--- src/rtl/branch_sequencer.sv ---
// Branch resolution sequencer: takes one decoded branch at a time, waits for final ALU flags,
// drives the registered condition checker, then issues the PC redirect and a fixed flush window.
module branch_sequencer #(
    parameter int ADDR_W       = 32,
    parameter int FLUSH_CYCLES = 2,
    parameter int CNT_W        = 16
) (
    input  logic              clk,
    input  logic              rst_n,
    input  logic              br_valid,
    output logic              br_ready,
    input  logic [3:0]        br_cond,
    input  logic [ADDR_W-1:0] br_pc,
    input  logic [ADDR_W-1:0] br_offset,
    input  logic              flags_pending,
    output logic [3:0]        chk_cond,
    input  logic              chk_taken,
    output logic              redirect_valid,
    output logic [ADDR_W-1:0] redirect_pc,
    output logic              flush,
    output logic              busy,
    input  logic              clr_stats,
    output logic [CNT_W-1:0]  taken_cnt,
    output logic [CNT_W-1:0]  not_taken_cnt
);

    localparam logic [3:0] COND_ALWAYS = 4'b1110;
    localparam logic [3:0] COND_NEVER  = 4'b1111;

    // FLUSH lasts FLUSH_CYCLES-1 cycles; the counter runs from FLUSH_LOAD down to zero.
    localparam int FLUSH_LOAD = (FLUSH_CYCLES > 1) ? FLUSH_CYCLES - 2 : 0;
    localparam int FC_W       = (FLUSH_CYCLES > 2) ? $clog2(FLUSH_CYCLES) : 1;

    typedef enum logic [2:0] {
        S_IDLE,
        S_WAIT_FLAGS,
        S_EVAL,
        S_RESOLVE,
        S_REDIRECT,
        S_FLUSH
    } state_t;

    state_t            state_q, state_d;
    logic [3:0]        cond_q, cond_d;
    logic [ADDR_W-1:0] target_q, target_d;
    logic [ADDR_W-1:0] rpc_q, rpc_d;
    logic [FC_W-1:0]   fcnt_q, fcnt_d;
    logic [CNT_W-1:0]  taken_q, taken_d;
    logic [CNT_W-1:0]  not_taken_q, not_taken_d;
    logic              inc_taken, inc_not_taken;
    logic [ADDR_W-1:0] br_target;

    assign br_target = br_pc + ADDR_W'(4) + br_offset;

    // NOTE: every variable gets its hold value first so no path through the case infers a latch.
    always_comb begin
        state_d       = state_q;
        cond_d        = cond_q;
        target_d      = target_q;
        rpc_d         = rpc_q;
        fcnt_d        = fcnt_q;
        inc_taken     = 1'b0;
        inc_not_taken = 1'b0;

        case (state_q)
            S_IDLE: begin
                if (br_valid) begin
                    cond_d   = br_cond;
                    target_d = br_target;
                    if (br_cond == COND_ALWAYS) begin
                        state_d   = S_REDIRECT;
                        rpc_d     = br_target;
                        inc_taken = 1'b1;
                    end else if (br_cond == COND_NEVER) begin
                        inc_not_taken = 1'b1;
                    end else if (flags_pending) begin
                        state_d = S_WAIT_FLAGS;
                    end else begin
                        state_d = S_EVAL;
                    end
                end
            end
            S_WAIT_FLAGS: begin
                if (!flags_pending) state_d = S_EVAL;
            end
            S_EVAL: begin
                state_d = S_RESOLVE;
            end
            S_RESOLVE: begin
                if (chk_taken) begin
                    state_d   = S_REDIRECT;
                    rpc_d     = target_q;
                    inc_taken = 1'b1;
                end else begin
                    state_d       = S_IDLE;
                    inc_not_taken = 1'b1;
                end
            end
            S_REDIRECT: begin
                if (FLUSH_CYCLES > 1) begin
                    state_d = S_FLUSH;
                    fcnt_d  = FC_W'(FLUSH_LOAD);
                end else begin
                    state_d = S_IDLE;
                end
            end
            S_FLUSH: begin
                if (fcnt_q == '0) state_d = S_IDLE;
                else              fcnt_d  = fcnt_q - FC_W'(1);
            end
            default: state_d = S_IDLE;
        endcase
    end

    // Clear beats a coincident increment; both counters stick at all-ones.
    always_comb begin
        taken_d     = taken_q;
        not_taken_d = not_taken_q;
        if (clr_stats) begin
            taken_d     = '0;
            not_taken_d = '0;
        end else begin
            if (inc_taken && (taken_q != '1))         taken_d     = taken_q + CNT_W'(1);
            if (inc_not_taken && (not_taken_q != '1)) not_taken_d = not_taken_q + CNT_W'(1);
        end
    end

    // NOTE: state registers use non-blocking assignments so every flop samples pre-edge values.
    always_ff @(posedge clk) begin
        if (!rst_n) begin
            state_q     <= S_IDLE;
            cond_q      <= '0;
            target_q    <= '0;
            rpc_q       <= '0;
            fcnt_q      <= '0;
            taken_q     <= '0;
            not_taken_q <= '0;
        end else begin
            state_q     <= state_d;
            cond_q      <= cond_d;
            target_q    <= target_d;
            rpc_q       <= rpc_d;
            fcnt_q      <= fcnt_d;
            taken_q     <= taken_d;
            not_taken_q <= not_taken_d;
        end
    end

    assign br_ready       = rst_n && (state_q == S_IDLE);
    assign busy           = (state_q != S_IDLE);
    assign redirect_valid = (state_q == S_REDIRECT);
    assign flush          = (state_q == S_REDIRECT) || (state_q == S_FLUSH);
    assign chk_cond       = cond_q;
    assign redirect_pc    = rpc_q;
    assign taken_cnt      = taken_q;
    assign not_taken_cnt  = not_taken_q;

endmodule

--- config.mk ---
export PLATFORM = sky130hd
export DESIGN_NAME = branch_sequencer
export DESIGN_NICKNAME = d
export VERILOG_FILES = /design/src/rtl/branch_sequencer.sv
export SDC_FILE = /design/constraint.sdc
export NUM_CORES = 1
export LEC_CHECK = 0
export ABC_AREA = 1
export CAP_MARGIN = 10
export CORE_ASPECT_RATIO = 1.5
export CORE_UTILIZATION = 43
export DETAILED_ROUTE_END_ITERATION = 12
export GPL_TIMING_DRIVEN = 0
export PLACE_DENSITY = 0.68
export SLEW_MARGIN = 20
export SYNTH_ARGS = -nofsm -noshare
export SYNTH_HDL_FRONTEND = slang
export SYNTH_SLANG_ARGS = --single-unit
--- constraint.sdc ---
create_clock -name clk -period 3.7 [get_ports clk]
set_input_delay 0.74 -clock clk [delete_from_list [all_inputs] [get_ports clk]]
set_output_delay 0.74 -clock clk [all_outputs]
set_load 0.01 [all_outputs]
==> out/metrics.csv <==
stage,metric,value,unit
pwr,p_per_area,369.6,nW/µm²
synth,synth_nets,1276,
finish,layout.cells.non_filler,1509,
critical_path,crit_type,in -> reg,
grt,antenna_found_initial,0,
synth,async_flop_share,0,
clocking,cts-root-buf,clkbuf_16,
sta,tightest_slew,0.6397,ns
outcome,status,"complete, no violations",
die,core,16690,µm²
clocking,cts_resized,0,
placement,port_buffers,145,
synth,synth.top_cell.area_share,0.2813,
finish,area_growth,27.72,%
critical_path,ff2ff_setup_slack,1.88,ns
placement,routabilityCongestion,0.9112,
synth,syn_avg_cell_area,6.441,µm²
synth,synth-edff-count,0,
sta,finalMaxSlewViolations,0,
finish,n_antenna_cell,0,
critical_path,cp_data_arrival_time,3.34,ns
synth,synth_ff_type,dfxtp_1,
synth,yosysWarningCount,0,
drt,route.detailed.drc,0,
synth,synthTopCellsByCount,"nand2_1, inv_1, dfxtp_1, a21oi_1, nor2_1",
clocking,cts_max_level,3,
synth,synth.area.top_cells,"dfxtp_1, nand2_1, ha_1, inv_1, a21oi_1",
drt,num_vias,7711,
synth,synth.ff_latch_count,103,
grt,grt_pass1_vias,7290,
sta,clock_skew,0.006446,ns
critical_path,r2r_start,state_q[2],
sta,fin_ws,0.6392,ns
die,pin_count,146,
finish,drive_gt1_frac,0.03772,
critical_path,worstSetupStartpointType,input pin,
clocking,cts_setup_buffers,0,
die,start_util,0.4391,
grt,grt_usage,0.2411,
grt,grt_pass1_wl,33540,µm
worst_hold_path,min_path_cells,2,
job,maxCapViolCount,0,
sta,fin_crit_sh,0.8272,
drt,dr.pass1.iters,5,
clocking,cts_tree,yes,
synth,synth_most_common_cell,nand2_1,
drt,drtIter0Drc,437,
critical_path,cp-end-kind,flop,
worst_hold_path,min_path_type,reg -> reg,
critical_path,crit_start,br_pc[1],
die,dieArea,17580,µm²
sta,relSlewSlack,0.5735,
finish,fillers,1688,
die,die_w,108.6,µm
critical_path,worst-path-max-fanout,4,
sta,setup_tns,0,ns
synth,synth_cell_types,44,
sta,finalSetupViolCount,0,
clocking,clock_latency,0.34,ns
synth,synth.largest_area_cell,dfxtp_1,
grt,grt_max_degree,17,
clocking,clock_path_buffers,2,
sta,period_needed,3.061,ns
die,num_rows,58,
finish,fin_util,0.5609,
drt,final_antenna_net_count,0,
pwr,total_leakage_power,4.547,nW
worst_hold_path,min_from,target_q[3],
sta,fmax,0.3267,GHz
critical_path,cp.required,3.98,ns
pwr,vdd_drop_max,257.0,µV
clocking,clk_pin_slew,0.07,ns
critical_path,r2r.worst_path.cells,10,
die,die_y,161.9,µm
finish,nets,1432,
clocking,cts-buffers-inserted,9,
synth,synthCells,1138,
drt,vias_per_cell,5.110,
placement,placedCellCount,1493,
clocking,postCtsHoldBufs,0,
sta,rsz0062_at_grt,false,
drt,wl,20750,µm
placement,dp_hpwl,17040,µm
synth,syn-cell-area,7330,µm²
drt,wl_per_cell,13.75,µm
sta,hold_viol_final,0,
clocking,cts.sinks,103,
placement,pre_cts_slack,0.3104,ns
synth,yosysSeqAreaShare,0.2813,
grt,grt_overflow_total,0,
[power by group]
part,leakage [nW],switching (mW),total (mW),internal [mW]
clock,0.156,0.411,0.995,0.584
combinational,3.55,0.700,1.17,0.470
sequential,0.840,0.0685,1.29,1.23
total,4.55,1.18,3.46,2.28
[critical path: stages]
cell             delay (ns)
clkdlybuf4s50_1        0.40
ha_1                   0.30
ha_1                   0.28
fa_1                   0.46
nand3_1                0.11
nand3_1                0.13
nand2_1                0.10
nand2_1                0.10
nand2_1                0.08
nand2_1                0.09
nand2_1                0.14
nand2_1                0.07
nand2_1                0.07
nand3_1                0.09
a21oi_1                0.15
[path summary, 6_finish.rpt]
check / end
setup reg to reg: taken_cnt[8]
hold reg to reg: redirect_pc[3]
hold / removal: redirect_pc[3]
setup / recovery: redirect_pc[25]
[final cells by class]
| class | instances | area [µm²] | share of cell area |
|---|---|---|---|
| buffer | 33 | 147.6 | 0.01577 |
| clock buffer | 13 | 270.3 | 0.02887 |
| clock inverter | 3 | 47.55 | 0.005079 |
| inverter | 175 | 659.4 | 0.07044 |
| multi-input combinational | 827 | 4461 | 0.4765 |
| sequential | 103 | 2062 | 0.2203 |
| tap | 210 | 262.8 | 0.02807 |
| timing repair buffer | 145 | 1451 | 0.1550 |
[metrics by stage]
stage	instance area [µm²]	total power, mW	hold WS [ns]
5_1_grt	9361	3.687	0.5053
3_3_place_gp	9044	2.473	0.4667
4_1_cts	9361	3.486	0.4765
3_5_place_dp	9044	2.484	0.4709
6_report	9361	3.460	0.4740
2_1_floorplan	7330	2.068	0.4562
[routing by layer]
layer,global-route usage,routed length (µm)
met4,0.1100,800
met2,0.4594,10990
met5,0,0
met1,0.2620,8272
met3,0.02087,684
[kinds of logic after synthesis]
group,count (synthesis),share of synthesized area
xor+xnor,29,0.03465
buf+inv,208,0.1101
flops,103,0.2813
compound gates,217,0.1632
fa+ha+maj,64,0.1103
simple gates,517,0.3004
[flip-flops by register name (all words and copies together) (netlist names)]
| signal | cells |
|---|---|
| state_q | 3 |
| not_taken_cnt | 16 |
| chk_cond | 4 |
| target_q | 32 |
| taken_cnt | 16 |
| redirect_pc | 32 |
[cell usage in the layout, fill, tap and decap left out, types with 3 or more instances in the layout]
cell type	instances
a31oi_1	8
nand3b_1	7
clkdlybuf4s50_1	145
o21ai_0	68
nor3b_1	3
nor4_1	7
dfxtp_1	103
inv_1	168
ha_1	63
xnor2_1	6
nand4_1	6
o21bai_1	15
nor2_1	76
nand3_1	51
xor2_1	23
a211oi_1	3
clkbuf_1	23
buf_2	6
inv_2	6
o21a_1	11
a21oi_1	101
clkbuf_16	9
and2_1	3
a21o_1	5
nand2_2	5
nand2_1	328
nor3_1	18
clkbuf_8	3
No activity file was read; power rests on OpenSTA's default activity.
